<file path="src/rtl/fu_issue_scheduler.sv">
`default_nettype none
// ============================================================================
// Module   : fu_issue_scheduler
// Purpose  : Issues one ready RS entry per cycle to its bound FU slot using
//            round-robin class arbitration. Times each slot's execution and
//            grants the single CDB to one finished slot per cycle, producing
//            the per-slot free pulses the RS consumes.
// Revision : 1.0  initial release
// ============================================================================
module fu_issue_scheduler #(
  parameter int NUM_ALU   = 2,
  parameter int NUM_MULT  = 2,
  parameter int NUM_LOAD  = 2,
  parameter int NUM_STORE = 2,
  parameter int ALU_LAT   = 1,
  parameter int MULT_LAT  = 4,
  parameter int LOAD_LAT  = 2,
  parameter int STORE_LAT = 1,
  parameter int IDX_W     = 1
) (
  input  logic                 clock,
  input  logic                 reset,
  input  logic [NUM_ALU-1:0]   req_alu,
  input  logic [NUM_MULT-1:0]  req_mult,
  input  logic [NUM_LOAD-1:0]  req_load,
  input  logic [NUM_STORE-1:0] req_store,
  input  logic                 issue_stall,
  input  logic                 squash,
  output logic                 issue_valid,
  output logic [1:0]           issue_funit,
  output logic [IDX_W-1:0]     issue_index,
  output logic                 cdb_valid,
  output logic [1:0]           cdb_funit,
  output logic [IDX_W-1:0]     cdb_index,
  output logic [NUM_ALU-1:0]   free_alu,
  output logic [NUM_MULT-1:0]  free_mult,
  output logic [NUM_LOAD-1:0]  free_load,
  output logic [NUM_STORE-1:0] free_store,
  output logic [NUM_ALU+NUM_MULT+NUM_LOAD+NUM_STORE-1:0] slot_busy
);

  // All slots are kept in one flat vector: ALU, then MULT, LOAD, STORE.
  localparam int NUM_TOT   = NUM_ALU + NUM_MULT + NUM_LOAD + NUM_STORE;
  localparam int OFF_MULT  = NUM_ALU;
  localparam int OFF_LOAD  = NUM_ALU + NUM_MULT;
  localparam int OFF_STORE = NUM_ALU + NUM_MULT + NUM_LOAD;
  localparam int MAX_AM    = (ALU_LAT > MULT_LAT) ? ALU_LAT : MULT_LAT;
  localparam int MAX_LS    = (LOAD_LAT > STORE_LAT) ? LOAD_LAT : STORE_LAT;
  localparam int MAX_LAT   = (MAX_AM > MAX_LS) ? MAX_AM : MAX_LS;
  localparam int CNT_W     = $clog2(MAX_LAT) + 1;

  typedef enum logic [1:0] {
    S_IDLE = 2'd0,
    S_EXEC = 2'd1,
    S_DONE = 2'd2
  } slot_state_t;

  slot_state_t          state [NUM_TOT];
  logic [CNT_W-1:0]     cnt   [NUM_TOT];
  logic [1:0]           ptr;
  logic [NUM_TOT-1:0]   free_all;
  logic [NUM_TOT-1:0]   req_all;
  logic [NUM_TOT-1:0]   elig;
  logic [NUM_TOT-1:0]   busy;

  logic                 iss_found;
  logic [1:0]           iss_funit;
  int                   iss_flat;
  logic                 grant;
  logic                 cdb_found;
  logic [1:0]           cdb_cls;
  int                   cdb_flat;

  function automatic logic [1:0] class_of(input int j);
    if (j < OFF_MULT)       return 2'd0;
    else if (j < OFF_LOAD)  return 2'd1;
    else if (j < OFF_STORE) return 2'd2;
    else                    return 2'd3;
  endfunction

  function automatic int off_of(input logic [1:0] c);
    case (c)
      2'd0:    return 0;
      2'd1:    return OFF_MULT;
      2'd2:    return OFF_LOAD;
      default: return OFF_STORE;
    endcase
  endfunction

  function automatic int lat_of(input logic [1:0] c);
    case (c)
      2'd0:    return ALU_LAT;
      2'd1:    return MULT_LAT;
      2'd2:    return LOAD_LAT;
      default: return STORE_LAT;
    endcase
  endfunction

  // CDB priority order: MULT first, then LOAD, then ALU.
  function automatic logic [1:0] cdb_order(input int p);
    case (p)
      0:       return 2'd1;
      1:       return 2'd2;
      default: return 2'd0;
    endcase
  endfunction

  assign req_all = {req_store, req_load, req_mult, req_alu};

  for (genvar g = 0; g < NUM_TOT; g++) begin : g_slot
    assign busy[g] = (state[g] != S_IDLE);
    assign elig[g] = req_all[g] && (state[g] == S_IDLE);
  end

  assign slot_busy  = busy;
  assign free_alu   = free_all[NUM_ALU-1:0];
  assign free_mult  = free_all[OFF_LOAD-1:OFF_MULT];
  assign free_load  = free_all[OFF_STORE-1:OFF_LOAD];
  assign free_store = free_all[NUM_TOT-1:OFF_STORE];

  // Issue pick: scan classes from the pointer, lowest eligible index wins.
  always_comb begin
    iss_found = 1'b0;
    iss_funit = 2'd0;
    iss_flat  = 0;
    for (int s = 0; s < 4; s++) begin
      for (int j = 0; j < NUM_TOT; j++) begin
        if (!iss_found && elig[j] && (class_of(j) == ptr + 2'(s))) begin
          iss_found = 1'b1;
          iss_funit = class_of(j);
          iss_flat  = j;
        end
      end
    end
  end

  assign grant = iss_found && !issue_stall;

  // CDB pick: fixed class priority over finished non-store slots.
  always_comb begin
    cdb_found = 1'b0;
    cdb_cls   = 2'd0;
    cdb_flat  = 0;
    for (int p = 0; p < 3; p++) begin
      for (int j = 0; j < NUM_TOT; j++) begin
        if (!cdb_found && (state[j] == S_DONE) && (class_of(j) == cdb_order(p))) begin
          cdb_found = 1'b1;
          cdb_cls   = cdb_order(p);
          cdb_flat  = j;
        end
      end
    end
  end

  // Slot FSMs, class pointer and all registered outputs.
  always_ff @(posedge clock) begin
    if (!reset || squash) begin
      for (int j = 0; j < NUM_TOT; j++) begin
        state[j] <= S_IDLE;
        cnt[j]   <= '0;
      end
      if (!reset) ptr <= 2'd0;
      issue_valid <= 1'b0;
      issue_funit <= 2'd0;
      issue_index <= '0;
      cdb_valid   <= 1'b0;
      cdb_funit   <= 2'd0;
      cdb_index   <= '0;
      free_all    <= '0;
    end else begin
      issue_valid <= grant;
      issue_funit <= grant ? iss_funit : 2'd0;
      issue_index <= grant ? IDX_W'(iss_flat - off_of(iss_funit)) : '0;
      if (grant) ptr <= iss_funit + 2'd1;

      cdb_valid <= cdb_found;
      cdb_funit <= cdb_found ? cdb_cls : 2'd0;
      cdb_index <= cdb_found ? IDX_W'(cdb_flat - off_of(cdb_cls)) : '0;

      free_all <= '0;
      for (int j = 0; j < NUM_TOT; j++) begin
        case (state[j])
          S_IDLE: begin
            if (grant && (iss_flat == j)) begin
              state[j] <= S_EXEC;
              cnt[j]   <= CNT_W'(lat_of(class_of(j)) - 1);
            end
          end
          S_EXEC: begin
            if (cnt[j] == '0) state[j] <= S_DONE;
            else              cnt[j]   <= cnt[j] - CNT_W'(1);
          end
          S_DONE: begin
            if ((class_of(j) == 2'd3) || (cdb_found && (cdb_flat == j))) begin
              state[j]    <= S_IDLE;
              free_all[j] <= 1'b1;
            end
          end
          default: state[j] <= S_IDLE;
        endcase
      end
    end
  end

endmodule
`default_nettype wire

</file>
<file path="config.mk">
export PLATFORM = sky130hd
export DESIGN_NAME = fu_issue_scheduler
export DESIGN_NICKNAME = d
export VERILOG_FILES = /design/src/rtl/fu_issue_scheduler.sv
export SDC_FILE = /design/constraint.sdc
export NUM_CORES = 1
export LEC_CHECK = 0
export ABC_AREA = 0
export CAP_MARGIN = 0
export CORE_MARGIN = 1
export CORE_UTILIZATION = 40
export DETAILED_ROUTE_END_ITERATION = 8
export DONT_BUFFER_PORTS = 1
export RECOVER_POWER = 100
export SYNTH_ARGS = -nofsm -noshare
export SYNTH_HDL_FRONTEND = slang
export SYNTH_SLANG_ARGS = --single-unit
</file>
<file path="constraint.sdc">
create_clock -name clock -period 3.6 [get_ports clock]
set_input_delay 0.72 -clock clock [delete_from_list [all_inputs] [get_ports clock]]
set_output_delay 0.72 -clock clock [all_outputs]
set_load 0.01 [all_outputs]
</file>
* Word level (Yosys, flattened, before mapping)
Memory sizes are Yosys's and may differ from the RTL's.
Index checks and enable logic that the tools add are counted.
** Word-level totals
- Flip-flop bits (word level) :: 18
- Bits in writable memories :: 40
- Input bits :: 12
- Output and inout port bits :: 24
- Logic and storage cells :: 721
- Memories kept :: 2
** Memory list
- cnt :: depth 8, width 3, rd ports 8, clocked after Yosys merged registers in 0, wr ports 8, RTL line 59 : logic [CNT_W-1:0] cnt [NUM_TOT];
- state :: depth 8, width 2, rd ports 8, clocked after Yosys merged registers in 0, wr ports 8, RTL line 58 : slot_state_t state [NUM_TOT];
** Cells by class
- $add $sub $neg :: 22
- Eq/ne operators :: 67
- Muxes and demuxes :: 390
- Bitwise gates (word level) :: 50
- Reductions and logical operators :: 182
** Operator list (count)
- $mux 32 :: 31
- $eq 32x4->1 const B :: 8
- $mux 2 :: 111
- $mux 1 :: 198
- $eq 32x3->1 const B :: 4
- $mux 3 :: 42
- $logic_and 1x1->1 :: 93
- $eq 32x2->1 const B :: 2
- $logic_not 32->1 :: 2
- $eq 2x2->1 const B :: 24
- $or 1x1->1 :: 48
- $pmux 3 s2 :: 8
- $logic_not 1->1 :: 38
- $eq 2x1->1 const B :: 16
- $logic_not 2->1 :: 12
- $logic_not 3->1 :: 8
- $reduce_or 3->1 :: 8
- $sub 3x1->3 const B :: 8
- $sub 3x2->3 const B :: 8
- $reduce_bool 2->1 :: 9
- $eq 2x2->1 const A :: 8
- $logic_or 1x1->1 :: 9
- $eq 1x2->1 const A :: 4
- $add 2x1->2 const B :: 2
- other kinds (6) :: 10

* Depth between registers and ports, before layout
An unclocked memory read counts as a cell.
- Word-level depth :: 142
- Depth in mapped cells :: 11
- Depth with buffers taken out :: 10

* Worst setup path before layout
No wires, ideal clock.
- Kind :: input to register
- Start :: in req_store[0]
- End :: mem cnt[0][3] (netlist bit) (enable)
- Library setup time :: 0.306 ns
- Arrival time :: 2.757 ns
- Required time :: 3.294 ns
- Path slack :: 0.536 ns
- Cell stages on the path :: 7
- Buffers on the path :: 0
- Path through :: or3b_4 mux4_2 and2_4 a211oi_4 nand2b_1 or4b_1 nand3_1
** RTL lines
- from (decl) :: RTL line 26 : input logic [NUM_STORE-1:0] req_store,
- to (decl) :: RTL line 59

==> metrics.csv <==
metric,value,unit
grtUsageTotal,0.187,
via_per_inst,5.68,
cp_top_family,simple AND/OR/NAND/NOR gates,
synth_top_area_share,0.370,
syn-num-nets,377,
critPathMaxFanout,7,
p_sw,573,uW
crit_type,reg -> reg,
tritoncts,built,
r2r_slack,0.41,ns
fin_crit,3.19,ns
r2r_cells,8,
regArea,1580,sq um
cts-root-buf,clkbuf_8,
die_w,94.3,microns
finalCritPeriodShare,0.887,
slew_headroom,0.278,
dieArea,8880,sq um
grtUsageMet2,0.297,
synth-main-ff-cell,edfxtp_1,
worst_clock_skew,0.00597,ns
synth_area,3400,sq um
antenna_found_initial,0,
fillCellCount,803,
hold_viol,0,
rsz0062_at_grt,false,
antenna_cells,0,
outcome,"finished, final reports clean",
cts.clk_slew.worst_paths,0.07,ns
met1_usage,0.233,
route.detailed.drc,0,
fp.dieH,94.3,microns
initial_core_util,0.414,
startpoint_type,flop,
grt_max_degree,24,
io_buffers,0,
top_usage_layer,met2,
setup-violations-final,0,
p_seq_frac,0.458,
cp_num_buf_inv,0,
hp-class,reg -> reg,
tightest_slew,1.08,ns
ir_drop,296,uV
r2r_end,cnt[0][5]$_SDFFCE_PN0P_,
cts_resized,0,
arrival,3.23,ns
maxSlewViolCount,0,
yosysWarningCount,0,
worst_setup_path_end_kind,flop,
fin_tns_setup,0,ns
multiInputGateArea,1680,sq um
synth-seq-cells,58,
insertion_delay,0.34,ns
cp.depth,8,
pwr-share-clk,0.311,
worstHoldStart,cnt[1][6]$_SDFFCE_PP0P_,
dp_hpwl,5.84,mm
core_area,8220,sq um
drt_iter0_drc,168,
ctsHoldBuffers,0,
max_stage_delay,0.57,ns
power_switching_share,0.320,
combPwrFrac,0.231,
post_cts_buffers,0,
cts_buffers,9,
drive_above_1_share,0.139,
cts_sinks,58,
ys_types,53,
ys_seq_area_frac,0.465,
crit_end,cnt[0][5]$_SDFFCE_PN0P_,
critical_path.startpoint,state[1][1]$_SDFFCE_PP0P_,
timing.hold.ws,0.551,ns
first_pass_iters,4,
layout.nets,390,
gp_congestion,0.901,
vias,2680,
crit_chain,nor3b_4 -> nor2_1 -> mux4_2 -> and2_4 -> a211oi_4 -> nand2b_1 -> or4b_1 -> nand3_1,
io_pins,36,
grt_pass1_vias,2567,
async_reset_ff_frac,0,
htree_levels,3,
max_freq,313,MHz
synthTopCellsByArea,"edfxtp_1, dfxtp_1, ha_1, nor2_1, inv_1",
required,3.63,ns
r2r-start,state[1][1]$_SDFFCE_PP0P_,
maxCapViolCount,0,
yosys.area.top_type,edfxtp_1,
wl_per_cell,16.3,microns
drt-total-wl,7.72,mm
placementRows,33,
grt_pass1_wl,12.5,mm
crit_slowest_cell,or4b_1,
grt_use_met3,0.0607,
ant_nets,0,
syn_to_final_growth,10.1,%
grt.overflow.total,0,
p_leak,1.46,nW
synthCells,349,
cts_buffer_depth,2,
synth-edff-count,42,
power_density,478,nW/um^2
syn_area_per_cell,9.76,sq um
internal-power,1.22,mW
synthesized netlist by cell type, types with 2 or more instances:
library cell  instances
o211ai_1              8
nand2b_1             17
o21ai_0              19
mux4_2                2
nand4b_1              5
or2_2                11
ha_1                 16
o22ai_1               2
or3b_2                7
nor2_1               39
nor3_1               12
a21oi_1              11
and3_1                2
o2111ai_1             3
edfxtp_1             42
nor4_1                9
clkbuf_1              7
and2_1                2
nand3_1              18
nand4_1               2
nand2_1              22
a32oi_1               2
nor2b_1               4
nor3b_2               6
o31ai_1               2
xnor2_1               8
dfxtp_1              16
inv_1                29
a31oi_1               2
cell type report:
cell class	count	area share
inverter	31	0.0310
multi-input combinational	253	0.448
tap	105	0.0350
sequential	58	0.422
clock buffer	10	0.0397
clock inverter	6	0.0107
timing repair buffer	9	0.0140
logic make-up (layout without fill, tap and decap cells):
logic type	Yosys count	count (layout)	synth area share
AND/OR/NAND/NOR	166	166	0.279
AO/OA/AOI/OAI	61	61	0.122
flip-flops	58	58	0.465
buffers and inverters	38	56	0.0419
adder cells (fa/ha/maj)	16	16	0.0588
XOR/XNOR	8	8	0.0206
multiplexers	2	2	0.0132
power by group through the flow:
stage               clock network, mW  registers (mW)  logic [mW]
finish                          0.557           0.821       0.415
CTS                             0.573           0.821       0.416
global placement                    0           0.833       0.413
global route                    0.600           0.828       0.459
detailed placement                  0           0.836       0.413
floorplan                           0           0.819       0.320
layer usage:
layer / routed length [microns] / part of all wire
met1: 3440 / 0.45
met4: 130 / 0.017
met3: 505 / 0.065
met5: 0 / 0
met2: 3640 / 0.47
layout by cell type, fill, tap and decap left out, types with 4 or more instances in the layout:
cell type  instances
nor2_1            40
o211ai_1           8
clkbuf_8           9
or3b_2             7
edfxtp_1          42
dfxtp_1           16
xnor2_1            8
o21ai_0           19
inv_1             30
nor3_1            12
a21oi_1           11
nand3_1           18
nor2b_1            4
nand2_1           22
or2_2             11
buf_4              5
clkbuf_1           4
nor3b_2            6
nor4_1             9
nand2b_1          17
ha_1              16
nand4b_1           5
worst min path at each step:
stage | cells after the start | end
finish | 1 | cnt[1][6]$_SDFFCE_PP0P_
detailed placement | 1 | cnt[1][6]$_SDFFCE_PP0P_
global placement | 1 | cnt[1][9]$_SDFFCE_PP0P_
CTS | 1 | cnt[1][6]$_SDFFCE_PP0P_
global route | 1 | cnt[1][9]$_SDFFCE_PP0P_
floorplan | 1 | cnt[0][0]$_SDFFCE_PN0P_
state kept, by name, summed over array words and instances, names as in the netlist:
signal and flops:
cdb_funit 2, cdb_index 1, cdb_valid 1, cnt 24
free_all 8, issue_funit 2, issue_index 1, issue_valid 1
ptr 2, state 16
stage by stage:
stage / setup slack (ns) / instance area (sq um) / cells / power [mW] / utilization
final: 0.405 / 3750 / 472 / 1.79 / 0.456
after global routing: 0.188 / 3750 / 472 / 1.89 / 0.456
after CTS: 0.445 / 3770 / 472 / 1.81 / 0.458
after detailed placement: 0.173 / 3580 / 456 / 1.25 / 0.435
after global placement: 0.106 / 3580 / 456 / 1.25 / 0.435
after floorplan: 0.536 / 3400 / 349 / 1.14 / -
No activity file was read; power rests on OpenSTA's default activity.
